`src/rtl/vga_timing_core.sv`:
```
// VGA raster timing generator: free-running h/v counters, a pixel request port,
// and a PIX_LAT+1 stage pipeline that realigns syncs/strobes with the returned colour.
module vga_timing_core #(
  parameter int H_ACTIVE  = 640,
  parameter int H_FRONT   = 16,
  parameter int H_SYNC    = 96,
  parameter int H_BACK    = 48,
  parameter int V_ACTIVE  = 480,
  parameter int V_FRONT   = 10,
  parameter int V_SYNC    = 2,
  parameter int V_BACK    = 33,
  parameter bit HSYNC_POL = 1'b0,
  parameter bit VSYNC_POL = 1'b0,
  parameter int COLOR_W   = 4,
  parameter int PIX_LAT   = 1,
  parameter int CNT_W     = 11
) (
  input  logic                 clk,
  input  logic                 rst,
  input  logic                 pix_en,
  input  logic [3*COLOR_W-1:0] color_in,
  output logic [CNT_W-1:0]     next_x,
  output logic [CNT_W-1:0]     next_y,
  output logic                 next_valid,
  output logic                 hsync,
  output logic                 vsync,
  output logic                 de,
  output logic [COLOR_W-1:0]   red,
  output logic [COLOR_W-1:0]   green,
  output logic [COLOR_W-1:0]   blue,
  output logic                 line_start,
  output logic                 frame_start
);

  localparam logic [CNT_W-1:0] H_ACT  = CNT_W'(H_ACTIVE);
  localparam logic [CNT_W-1:0] HS_BEG = CNT_W'(H_ACTIVE + H_FRONT);
  localparam logic [CNT_W-1:0] HS_END = CNT_W'(H_ACTIVE + H_FRONT + H_SYNC);
  localparam logic [CNT_W-1:0] H_LAST = CNT_W'(H_ACTIVE + H_FRONT + H_SYNC + H_BACK - 1);
  localparam logic [CNT_W-1:0] V_ACT  = CNT_W'(V_ACTIVE);
  localparam logic [CNT_W-1:0] VS_BEG = CNT_W'(V_ACTIVE + V_FRONT);
  localparam logic [CNT_W-1:0] VS_END = CNT_W'(V_ACTIVE + V_FRONT + V_SYNC);
  localparam logic [CNT_W-1:0] V_LAST = CNT_W'(V_ACTIVE + V_FRONT + V_SYNC + V_BACK - 1);

  logic [CNT_W-1:0] r_h_cnt, r_v_cnt;
  logic             w_active, w_hs_raw, w_vs_raw, w_ls_raw, w_fs_raw;
  logic [PIX_LAT:0] r_vld_sr, r_hs_sr, r_vs_sr, r_ls_sr, r_fs_sr;
  logic [3*COLOR_W-1:0] r_color;

  always_ff @(posedge clk) begin
    if (rst) begin
      r_h_cnt <= '0;
      r_v_cnt <= '0;
    end else if (pix_en) begin
      if (r_h_cnt == H_LAST) begin
        r_h_cnt <= '0;
        r_v_cnt <= (r_v_cnt == V_LAST) ? '0 : r_v_cnt + 1'b1;
      end else begin
        r_h_cnt <= r_h_cnt + 1'b1;
      end
    end
  end

  assign w_active = (r_h_cnt < H_ACT) && (r_v_cnt < V_ACT);
  assign w_hs_raw = (r_h_cnt >= HS_BEG) && (r_h_cnt < HS_END);
  assign w_vs_raw = (r_v_cnt >= VS_BEG) && (r_v_cnt < VS_END);
  assign w_ls_raw = (r_h_cnt == '0);
  assign w_fs_raw = w_ls_raw && (r_v_cnt == '0);

  // Request port is masked during reset so the pixel source never sees a stale coordinate.
  assign next_valid = w_active && !rst;
  assign next_x     = next_valid ? r_h_cnt : '0;
  assign next_y     = next_valid ? r_v_cnt : '0;

  always_ff @(posedge clk) begin
    if (rst) begin
      r_vld_sr <= '0;
      r_hs_sr  <= '0;
      r_vs_sr  <= '0;
      r_ls_sr  <= '0;
      r_fs_sr  <= '0;
      r_color  <= '0;
    end else if (pix_en) begin
      r_vld_sr <= {r_vld_sr[PIX_LAT-1:0], w_active};
      r_hs_sr  <= {r_hs_sr[PIX_LAT-1:0], w_hs_raw};
      r_vs_sr  <= {r_vs_sr[PIX_LAT-1:0], w_vs_raw};
      r_ls_sr  <= {r_ls_sr[PIX_LAT-1:0], w_ls_raw};
      r_fs_sr  <= {r_fs_sr[PIX_LAT-1:0], w_fs_raw};
      // color_in belongs to the request now sitting PIX_LAT stages deep.
      r_color  <= r_vld_sr[PIX_LAT-1] ? color_in : '0;
    end
  end

  assign de          = r_vld_sr[PIX_LAT];
  assign line_start  = r_ls_sr[PIX_LAT];
  assign frame_start = r_fs_sr[PIX_LAT];
  assign hsync       = r_hs_sr[PIX_LAT] ? HSYNC_POL : ~HSYNC_POL;
  assign vsync       = r_vs_sr[PIX_LAT] ? VSYNC_POL : ~VSYNC_POL;
  assign red         = r_color[3*COLOR_W-1:2*COLOR_W];
  assign green       = r_color[2*COLOR_W-1:COLOR_W];
  assign blue        = r_color[COLOR_W-1:0];

endmodule

```
`config.mk`:
```
export PLATFORM = sky130hd
export DESIGN_NAME = vga_timing_core
export DESIGN_NICKNAME = d
export VERILOG_FILES = /design/src/rtl/vga_timing_core.sv
export SDC_FILE = /design/constraint.sdc
export NUM_CORES = 1
export LEC_CHECK = 0
export BUFFER_PORTS_ARGS = -buffer_cell sky130_fd_sc_hd__buf_2
export CAP_MARGIN = 20
export CORE_MARGIN = 2
export CORE_UTILIZATION = 49
export CTS_CLUSTER_DIAMETER = 100
export DETAILED_ROUTE_END_ITERATION = 12
export PLACE_DENSITY_LB_ADDON = 0.08
export REMOVE_ABC_BUFFERS = 1
export SETUP_SLACK_MARGIN = 0.2
export SLEW_MARGIN = 10
export SYNTH_ARGS = -nofsm -noshare
export SYNTH_HDL_FRONTEND = slang
export SYNTH_SLANG_ARGS = --single-unit
```
`constraint.sdc`:
```
create_clock -name clk -period 5.03 [get_ports clk]
set_clock_uncertainty 0.15 [all_clocks]
set_input_delay 1.006 -clock clk [delete_from_list [all_inputs] [get_ports clk]]
set_output_delay 1.006 -clock clk [all_outputs]
set_load 0.01 [all_outputs]
```
# Word level (Yosys, flattened, before mapping)
# Index checks and enable logic that the tools add are counted.
# word_totals
inputBits	15
reg_bits	44
output_inout_bits	40
latch_bits	0
mem_bits_rw	0
memories	0
rom_bits	0
word_cells	34
# classes
n_div	0
eq_ne	2
n_bitwise	0
reduce_logical	9
mux	7
magnitude_cmp	6
n_addsub	2
n_mul	0
shifts	0
# op_table
op	count
two-way mux 11 bit	4
adder 11 x 1 -> 11 bit (second input constant)	2
equality test 11 x 10 -> 1 bit (second input constant)	2
zero test 11 bit	2
less-than comparator 11 x 10 -> 1 bit (second input constant)	2
less-than comparator 11 x 9 -> 1 bit (second input constant)	2
two-way mux 12 bit	1
>= comparator 11 x 10 -> 1 bit (second input constant)	1
>= comparator 11 x 9 -> 1 bit (second input constant)	1
logical AND 1 bit	5
two-way mux 1 bit	2
AND reduction 2 bit	1
zero test 1 bit	1

# Logic depth before layout (Yosys ltp)
# Gate-level depths: netlist of the first run.
# depth
depth_word	4
ltp_mapped	7
ltp_nobuf	6

# Worst setup path after synthesis of the first run
# No wires, ideal clock.
# synth_timing
path_kind	input to output
from	in rst
to	out next_x[8]
n_path_buf	2
stages	4
setup_slack_ns	2.028
arrival_time_ns	1.846
t_required_ns	3.874
path_cell_list	clkbuf_1 -> nor2_1 -> clkbuf_1 -> and2_1
# synth_between
elab_chain_len	3
# synth_lines
element	line	source
start, declared	19	input logic rst,
zero test 1 bit	70	assign next_valid = w_active && !rst;
logical AND 1 bit	70	
via next_valid	24	output logic next_valid,
two-way mux 11 bit	71	assign next_x = next_valid ? r_h_cnt : '0;
end, declared	22	output logic [CNT_W-1:0] next_x,
# The timed path passes the listed nets, and every way through them passes these cells.

# Worst setup path in the final report of the first run
# layout_timing
from	reg r_h_cnt[7]
to	out next_y[3]
# layout_between
elab_chain_len	4
# layout_lines
element	line	source
start, declared	44	logic [CNT_W-1:0] r_h_cnt, r_v_cnt;
start signal, assigned	58	r_h_cnt <= r_h_cnt + 1'b1;
less-than comparator 11 x 10 -> 1 bit	63	assign w_active = (r_h_cnt < H_ACT) && (r_v_cnt < V_ACT);
logical AND 1 bit	63	
logical AND 1 bit	70	
two-way mux 11 bit	72	assign next_y = next_valid ? r_v_cnt : '0;
end, declared	23	output logic [CNT_W-1:0] next_y,
# Every way passes these cells.

==> results of run 1 <==
-- worst max path at each step --
stage | startpoint | endpoint | slack (ns) | cells past startpoint
after floorplan | rst | next_x[2] | 2.15 | 2
after global placement | rst | next_y[4] | 1.80 | 4
after detailed placement | rst | next_y[2] | 1.77 | 4
after CTS | r_h_cnt[8] | next_y[3] | 1.58 | 5
after global routing | r_h_cnt[7] | next_y[5] | 1.35 | 5
final | r_h_cnt[7] | next_y[3] | 1.64 | 5
-- Yosys cell counts (2+ instances only) --
cell type  count  area (sq um)
dfxtp_1       44           881
nor2_1        31           116
a21oi_1       16          80.1
and2_1        16           100
nand2_1       15          56.3
a22oi_1       12          90.1
clkbuf_1      12          45.0
nand3_1        9          45.0
nor3_1         9          45.0
or3_1          9          56.3
o21ai_0        8          40.0
inv_1          7          26.3
mux2i_1        5          50.1
nand4_1        5          31.3
xor2_1         5          43.8
and4_1         4          35.0
ha_1           4          50.1
nand2b_1       4          25.0
xnor2_1        4          35.0
buf_4          3          22.5
buf_6          3          33.8
nor4_1         3          18.8
and3_1         2          12.5
nand3b_1       2          15.0
nor4b_1        2          17.5
or4_1          2          15.0
-- flip-flops by register name, summed over array words and instances (netlist names) --
name	flops
r_color	12
r_hs_sr	2
r_vs_sr	2
r_ls_sr	2
r_v_cnt	11
r_h_cnt	11
r_fs_sr	2
r_vld_sr	2
-- cell families (layout without fill, tap and decap cells) --
group / Yosys count / after routing
AO/OA/AOI/OAI: 42 / 42
XOR/XNOR: 9 / 9
adder cells (fa/ha/maj): 4 / 4
buffers and inverters: 28 / 68
flip-flops: 44 / 44
multiplexers: 5 / 5
other: 1 / 3
AND/OR/NAND/NOR: 118 / 118
-- area by class of cell --
class	instances	area (sq um)	area share (%)
multi-input combinational	181	1110	45.2
sequential	44	881	35.9
timing repair buffer	52	263	10.7
clock buffer	6	72.6	2.96
tap	50	62.6	2.55
clock inverter	2	35.0	1.43
inverter	8	30.0	1.22
-- placed cells by master, fill, tap and decap left out, types with 2 or more instances in the layout --
cell,count
xor2_1,5
and4_1,4
dfxtp_1,44
and3_1,2
clkbuf_8,5
and2_1,16
nor2_1,31
nor4b_1,2
nand3_1,9
conb_1,3
nand2_1,15
xnor2_1,4
nand2b_1,4
nand4_1,5
a21oi_1,16
buf_2,51
inv_1,7
nor4_1,3
nor3_1,9
ha_1,4
o21ai_0,8
or3_1,9
mux2i_1,5
or4_1,2
a22oi_1,12
nand3b_1,2
-- worst min-delay path: stages, from the launching register on --
cell	delay, ns
dfxtp_1	0.32
nand2_1	0.06
a21oi_1	0.05
-- power groups by stage --
stage	sequential [uW]	combinational, uW	clock, uW
after floorplan	370	22.7	0
after global placement	368	46.2	0
after detailed placement	368	46.8	0
after CTS	360	47.1	273
after global routing	361	52.4	289
final	360	46.2	265
-- routing by layer --
layer  vias up  global-route usage [%]  routed length [um]
met2        44                    31.5                2150
met4         0                    5.77                  34
met3         4                    5.52                 212
li1        953                       -                   -
met1       894                    24.0                2090
met5         -                       0                   0
-- through the flow --
stage	utilization (%)	instance area [sq um]	setup WS [ns]	hold WS, ns
2_1_floorplan	-	2020	2.15	0.285
3_3_place_gp	57.4	2340	1.80	0.301
3_5_place_dp	57.4	2340	1.77	0.309
4_1_cts	60.0	2450	1.58	0.320
5_1_grt	60.0	2450	1.35	0.338
6_report	60.0	2450	1.64	0.320
==> impl_metrics.py, run 1 <==
metrics = {
    "worst_setup_path": {
        "path_max_fanout": 16,
        "setup.worst_path.class": "register to output port",
        "critPathLaunchType": "register",
        "crit_required_ns": 3.87,
        "cp-end-kind": "output port",
        "critPathArrivalTime_ns": 2.23,
        "timing.critical_path.buf_inv": 1,
        "critical-path-top-delay-family": "simple AND/OR/NAND/NOR gates",
        "crit-reg2reg-capture": "r_v_cnt[7]",
        "rrSetupSlack_ns": 2.68,
        "worstPathCellList": "o21ai_0, nand3_1, nor2_1, and2_1, buf_2",
        "critical_path.reg2reg.startpoint": "r_h_cnt[0]",
        "slowest_delay_ns": 0.66,
        "rr_worst_depth": 5,
        "critical-path-slowest-cell": "nor2_1",
    },
    "synthesis": {
        "yosys_reg_bits": 44,
        "synth-warning-count": 0,
        "yosys_most_used_dff": "dfxtp_1",
        "synth.avg_cell_area_sq_um": 8.45,
        "synth.distinct_cells": 41,
        "synth.mux.area_fraction_pct": 2.36,
        "xor_and_xnor_fraction_of_the_mapped_netlist_area_pct": 3.71,
        "synth_simple_gate_area_share_pct": 30.4,
        "synth-compound-area-share_pct": 12.9,
        "synthAdderAreaFrac_pct": 2.36,
        "synth-edff-count": 0,
        "synthesized_instance_count": 251,
        "sequential_area_share_after_synthesis_pct": 41.5,
        "async_reset_ff_share_pct": 0,
        "mappedNetlistArea_sq_mm": 0.00212,
        "synth_top_family_by_area": "simple AND/OR/NAND/NOR gates",
    },
    "clock_tree": {
        "inserted_clock_buffers": 5,
        "clock-root-buffer": "clkbuf_8",
        "clock_tree_from_tritoncts": "built",
        "post_cts_setup_repair_bufs": 0,
        "cts_hold_bufs": 0,
        "reg_clk_slew_reported_paths_ns": 0.08,
        "clk_path_buf_depth": 2,
        "htree_levels": 2,
        "insertion_delay_of_the_later_clocked_pin_in_the_worst_skew_pair_ns": 0.29,
        "cts_repair_resize_count": 0,
        "clock-sinks": 44,
    },
    "placement": {
        "place.detailed.instances": 335,
        "port_buffers": 51,
        "place.detailed.hpwl_um": 3040,
        "finalWeightedCongestion": 0.768,
    },
    "global_route": {
        "grt_pass1_vias": 1685,
        "grt_max_degree": 34,
        "antenna_found_initial": 0,
        "first_pass_grt_wire_length_um": 7600,
        "grt.overflow.total": 0,
        "track_usage_pct": 19.1,
    },
    "power": {
        "vdd.ir_drop.worst_uv": 184,
        "pwr-share-seq_pct": 53.6,
        "power.share.combinational_pct": 6.9,
        "internal_dissipation_uw": 522,
        "p_leak_uw": 0.00105,
        "power_density_mw_per_mm2": 274,
        "clock_power_share_pct": 39.5,
        "p_total_uw": 672,
        "net_sw_share_pct": 22.4,
        "total_switching_power_uw": 150,
    },
    "routing": {
        "count_of_vias_placed_by_the_detailed_router": 1895,
        "wl_per_cell_um": 13.1,
        "avgViaCountPerCell": 5.52,
        "drt_iter0_markers": 58,
        "drt_drc_violations_left": 0,
        "route.antenna.remaining_nets": 0,
        "drt_wl_total_um": 4480,
        "drt_pre_antenna_iters": 4,
    },
    "floorplan": {
        "die_w_um": 69.8,
        "core_area_sq_mm": 0.00409,
        "rows": 23,
        "die_height_um": 69.8,
        "initial_core_util_pct": 51.9,
        "dieArea_sq_mm": 0.00487,
        "io-pin-count": 55,
    },
    "sta": {
        "max_slew.worst_pin.slew_ns": 0.809,
        "hold_violations": 0,
        "maxClockFrequency_mhz": 295,
        "setup_violations_final": 0,
        "max-slew-margin-rel_pct": 45.6,
        "tns_ns": 0,
        "unrepaired_setup_endpoints_after_global_routing": "no",
        "finalWorstPathRequiredPeriod_ns": 3.39,
        "number_of_pins_exceeding_their_max_slew_limit_in_the_final_report": 0,
        "final.period_utilization_pct": 67.4,
    },
    "layout": {
        "diodes": 0,
        "layout-drive-gt1-share_pct": 21.8,
        "nets": 311,
        "instances_no_fill": 343,
        "final_layout_fill_cell_count": 387,
        "syn2layout_area_growth_pct": 15.6,
    },
    "hold_path": {
        "hold_end": "r_vs_sr[0]",
        "hold_start": "r_vs_sr[0]",
        "min-delay-path-class": "register to register",
        "worst_hold_path.num_cells": 2,
    },
    "flow_run": {
        "number_of_violations_of_the_max_capacitance_limit": 0,
    },
    "outcome": {
        "run_status": "completed",
    },
}
Note: power is estimated with default switching activity, not from simulation.
==> run 2: changes to the inputs <==
Settings changed: CORE_UTILIZATION 49 to 47.
Clock period 5.03 ns to 2.8 ns, I/O delays scaled along.
==> impl_metrics.py, run 2 (same netlist as run 1, synthesis figures left out) <==
metrics = {
    "worst_setup_path": {
        "slowest_delay_ns": 0.45,
        "crit_required_ns": 2.09,
        "critical_path.reg2reg.startpoint": "r_h_cnt[0]",
        "setup.worst_path.class": "register to output port",
        "rr_worst_depth": 5,
        "critical_path.startpoint": "r_v_cnt[5]",
        "timing.critical_path.buf_inv": 2,
        "cp-end-kind": "output port",
        "critPathLaunchType": "register",
        "path_max_fanout": 16,
        "timing.critical_path.depth": 6,
        "critical-path-slowest-cell": "dfxtp_1",
        "critPathArrivalTime_ns": 1.68,
        "critical-path-top-delay-family": "simple AND/OR/NAND/NOR gates",
        "worstPathCellList": "nand4_1, nand3_1, nor2_1, buf_4, and2_1, buf_2",
    },
    "clock_tree": {
        "clock_tree_from_tritoncts": "built",
        "clock-sinks": 44,
        "clk_path_buf_depth": 2,
        "cts_repair_resize_count": 0,
        "post_cts_setup_repair_bufs": 0,
        "htree_levels": 2,
        "clock-root-buffer": "clkbuf_8",
        "insertion_delay_of_the_later_clocked_pin_in_the_worst_skew_pair_ns": 0.30,
        "inserted_clock_buffers": 5,
        "reg_clk_slew_reported_paths_ns": 0.09,
        "cts_hold_bufs": 0,
    },
    "layout": {
        "max_flop_register": "r_color",
        "diodes": 0,
        "multiInputGateArea_sq_mm": 0.00111,
        "stdcell_area_sq_mm": 0.00251,
        "syn2layout_area_growth_pct": 18.2,
        "layout_top_registers": "r_color: 12 flops, r_h_cnt: 11 flops, r_v_cnt: 11 flops",
        "register_area_sq_um": 881,
        "largest_reg_flops": 12,
        "final_layout_fill_cell_count": 421,
        "nets": 317,
        "mostFrequentLayoutCell": "buf_2",
        "most-common-layout-cells": "buf_2, dfxtp_1, nor2_1",
        "layout-drive-gt1-share_pct": 23.7,
        "final_core_util_pct": 57.6,
    },
    "sta": {
        "hold_violations": 0,
        "max_slew.worst_pin.slew_ns": 0.502,
        "unrepaired_setup_endpoints_after_global_routing": "no",
        "number_of_pins_exceeding_their_max_slew_limit_in_the_final_report": 0,
        "final.period_utilization_pct": 85.4,
        "tns_ns": 0,
        "setup_violations_final": 0,
        "max-slew-margin-rel_pct": 66.5,
        "maxClockFrequency_mhz": 418,
        "finalWorstPathRequiredPeriod_ns": 2.39,
    },
    "power": {
        "vdd.ir_drop.worst_uv": 323,
        "p_total_uw": 1240,
        "power_density_mw_per_mm2": 494,
        "power.share.combinational_pct": 7.1,
        "p_leak_uw": 0.00108,
        "pwr-share-seq_pct": 52.3,
        "clock_power_share_pct": 40.6,
        "total_switching_power_uw": 293,
        "internal_dissipation_uw": 945,
        "net_sw_share_pct": 23.6,
    },
    "global_route": {
        "grt_max_degree": 20,
        "track_usage_pct": 18.7,
        "antenna_found_initial": 0,
        "grt.overflow.total": 0,
        "grt_pass1_vias": 1684,
        "first_pass_grt_wire_length_um": 7670,
    },
    "routing": {
        "drt_pre_antenna_iters": 4,
        "drt_iter0_markers": 125,
        "drt_drc_violations_left": 0,
        "drt_wl_total_um": 4600,
        "avgViaCountPerCell": 5.29,
        "wl_per_cell_um": 13.1,
        "route.antenna.remaining_nets": 0,
        "count_of_vias_placed_by_the_detailed_router": 1856,
    },
    "placement": {
        "port_buffers": 51,
        "finalWeightedCongestion": 0.808,
        "placedInstanceArea_sq_mm": 0.00239,
        "place.detailed.hpwl_um": 3210,
    },
    "hold_path": {
        "hold_start": "r_vld_sr[0]",
        "min-delay-path-class": "register to register",
        "worst_hold_path.num_cells": 2,
    },
    "floorplan": {
        "die_w_um": 71.2,
        "core_area_sq_mm": 0.00435,
        "io-pin-count": 55,
        "dieArea_sq_mm": 0.00507,
        "die_height_um": 71.2,
        "rows": 24,
        "initial_core_util_pct": 48.7,
    },
    "outcome": {
        "run_status": "completed",
    },
    "flow_run": {
        "number_of_violations_of_the_max_capacitance_limit": 0,
    },
}
run 2: cell type report:
class / instances / area share (%)
inverters: 8 / 1.20
well taps: 52 / 2.59
multi-input cells: 181 / 44.2
clock buffers: 5 / 2.74
flip-flops and latches: 44 / 35.1
clock inverters: 3 / 1.85
repair buffers: 58 / 12.3
run 2: path summary, 6_finish.rpt:
| check | end | slack [ns] |
|---|---|---|
| setup / recovery | next_y[3] | 0.41 |
| setup reg to reg | r_v_cnt[7] | 0.46 |
| hold / removal | r_vld_sr[0] | 0.31 |
| hold reg to reg | r_vld_sr[0] | 0.31 |
run 2: worst reg2reg max path: stages, from the launching register on:
cell and delay, ns:
dfxtp_1 0.39, ha_1 0.20, nand4_2 0.22, or4_4 0.72, o21bai_2 0.37, o21ba_1 0.20
run 2: through the flow:
stage               worst slack (ns)  hold WS, ns  cells
floorplan                      0.637        0.285    233
global placement               0.433        0.300    343
detailed placement             0.405        0.303    343
CTS                            0.409        0.317    351
global route                   0.212        0.340    351
finish                         0.409        0.315    351
run 2: metal layers:
metal	up-vias	wire length, um	global-route usage (%)
li1	963	-	-
met5	-	0	0
met2	48	2160	31.2
met1	841	2200	24.3
met4	0	36	4.40
met3	4	203	4.99
run 2: power by group through the flow:
stage	sequential (uW)	combinational [uW]	clock, uW
floorplan	664	40.8	0
global placement	661	88.5	0
detailed placement	662	89.6	0
CTS	647	89.8	514
global route	649	99.7	535
finish	647	88.4	502
==> run 3: changes to the inputs <==
Settings changed: CORE_MARGIN 2 to not set, SLEW_MARGIN 10 to 20.
==> impl_metrics.py, run 3 (same netlist as run 1, synthesis figures left out) <==
metrics = {
    "worst_setup_path": {
        "critical_path.reg2reg.startpoint": "r_h_cnt[0]",
        "setup.worst_path.class": "register to output port",
        "cp-end-kind": "output port",
        "slowest_delay_ns": 0.44,
        "critPathArrivalTime_ns": 1.69,
        "crit-reg2reg-capture": "r_v_cnt[7]",
        "crit_required_ns": 2.09,
        "crit_end": "next_y[3]",
        "rr_worst_depth": 5,
        "path_max_fanout": 16,
        "worstPathCellList": "nand4_1, nand3_2, nor2_1, buf_4, and2_1, buf_2",
        "rrSetupSlack_ns": 0.47,
        "timing.critical_path.depth": 6,
        "critical-path-top-delay-family": "simple AND/OR/NAND/NOR gates",
        "critical_path.startpoint": "r_v_cnt[7]",
        "timing.critical_path.buf_inv": 2,
        "critPathLaunchType": "register",
        "critical-path-slowest-cell": "dfxtp_1",
    },
    "layout": {
        "diodes": 0,
        "final_layout_fill_cell_count": 420,
        "mostFrequentLayoutCell": "buf_2",
        "largest_reg_flops": 12,
        "layout-drive-gt1-share_pct": 24.5,
        "nets": 316,
        "max_flop_register": "r_color",
        "syn2layout_area_growth_pct": 18.6,
        "layout_top_registers": "r_color: 12 flops, r_h_cnt: 11 flops, r_v_cnt: 11 flops",
        "most-common-layout-cells": "buf_2, dfxtp_1, nor2_1",
        "final_core_util_pct": 57.8,
    },
    "global_route": {
        "first_pass_grt_wire_length_um": 7910,
        "grt_max_degree": 20,
        "track_usage_pct": 20.2,
        "grt_pass1_vias": 1713,
        "antenna_found_initial": 0,
        "grt.overflow.total": 0,
    },
    "sta": {
        "final.period_utilization_pct": 85.9,
        "finalWorstPathRequiredPeriod_ns": 2.40,
        "unrepaired_setup_endpoints_after_global_routing": "no",
        "setup_violations_final": 0,
        "number_of_pins_exceeding_their_max_slew_limit_in_the_final_report": 0,
        "maxClockFrequency_mhz": 416,
        "hold_violations": 0,
        "fin_worst_hold_slack_ns": 0.319,
        "layout_setup_ws_ns": 0.395,
        "tns_ns": 0,
    },
    "floorplan": {
        "die_w_um": 69.2,
        "die_height_um": 69.2,
        "dieArea_sq_mm": 0.00479,
        "io-pin-count": 55,
        "rows": 24,
        "initial_core_util_pct": 48.7,
        "core_area_sq_mm": 0.00435,
    },
    "power": {
        "p_leak_uw": 0.00109,
        "power_density_mw_per_mm2": 496,
        "vdd.ir_drop.worst_uv": 327,
        "p_total_uw": 1250,
    },
    "routing": {
        "drt_pre_antenna_iters": 4,
        "drt_wl_total_um": 4630,
        "route.antenna.remaining_nets": 0,
        "count_of_vias_placed_by_the_detailed_router": 1920,
        "avgViaCountPerCell": 5.49,
        "drt_drc_violations_left": 0,
        "drt_iter0_markers": 65,
        "wl_per_cell_um": 13.2,
    },
    "hold_path": {
        "min-delay-path-class": "register to register",
        "hold_start": "r_vld_sr[0]",
        "worst_hold_path.num_cells": 2,
    },
    "clock_tree": {
        "inserted_clock_buffers": 5,
        "clk_path_buf_depth": 2,
        "clock-root-buffer": "clkbuf_8",
        "insertion_delay_of_the_later_clocked_pin_in_the_worst_skew_pair_ns": 0.29,
        "clock_tree_from_tritoncts": "built",
        "cts_hold_bufs": 0,
        "clock-sinks": 44,
        "reg_clk_slew_reported_paths_ns": 0.08,
        "htree_levels": 2,
    },
    "placement": {
        "finalWeightedCongestion": 0.783,
        "port_buffers": 51,
        "dp_slack_ns": 0.456,
        "place.detailed.hpwl_um": 3270,
    },
    "flow_run": {
        "number_of_violations_of_the_max_capacitance_limit": 0,
    },
    "outcome": {
        "run_status": "completed",
    },
}
run 3: cell types whose count changed in the layout (fill, tap and decap cells not counted), sizes merged:
cell,delta
buf,-1
clkbuf,+1
clkinv,+1
clkinvlp,-1
inv,-1
run 3: cell type report:
class / count / area, sq um / area share [%]
clock buffers: 6 / 82.6 / 3.28
well taps: 52 / 65.1 / 2.58
repair buffers: 57 / 300 / 11.9
multi-input cells: 181 / 1120 / 44.4
flip-flops and latches: 44 / 882 / 35.0
inverters: 8 / 30.0 / 1.19
clock inverters: 2 / 38.8 / 1.54
run 3: repair_timing:
action / CTS / global route
setup endpoints to repair: 0 / 16
resized for setup: 0 / 4
buffers inserted: 0 / 0
run 3: worst register-to-register path: stages (launching register included):
cell      delay, ns
dfxtp_1        0.39
ha_1           0.21
nand4_2        0.20
or4_4          0.71
o21bai_2       0.36
o21ba_1        0.20
run 3: per-stage QoR:
step	area (sq um)	cells
after floorplan	2020	233
after global placement	2380	342
after detailed placement	2380	342
after CTS	2510	350
after global routing	2520	350
final	2520	350
run 3: how the worst min path moves through the flow:
| stage | end | slack, ns |
|---|---|---|
| after global routing | r_vs_sr[0] | 0.35 |
| after detailed placement | r_vld_sr[0] | 0.30 |
| after global placement | r_vld_sr[0] | 0.30 |
| after floorplan | r_fs_sr[0] | 0.28 |
| final | r_vld_sr[0] | 0.32 |
| after CTS | r_vld_sr[0] | 0.32 |
run 3: where the power goes:
group | switching (uW) | total, uW | internal (uW) | leakage (uW)
clock network | 222 | 513 | 292 | 0.0000614
logic | 50.9 | 88.2 | 37.3 | 0.000675
registers | 8.21 | 647 | 639 | 0.000357
run 3: routing by layer:
layer,share of wire (%),GRT usage (%),up-vias
li1,-,-,963
met1,48,26.5,913
met2,47,33.1,40
met3,3.2,3.20,4
met4,0.93,7.94,0
met5,0,0,-
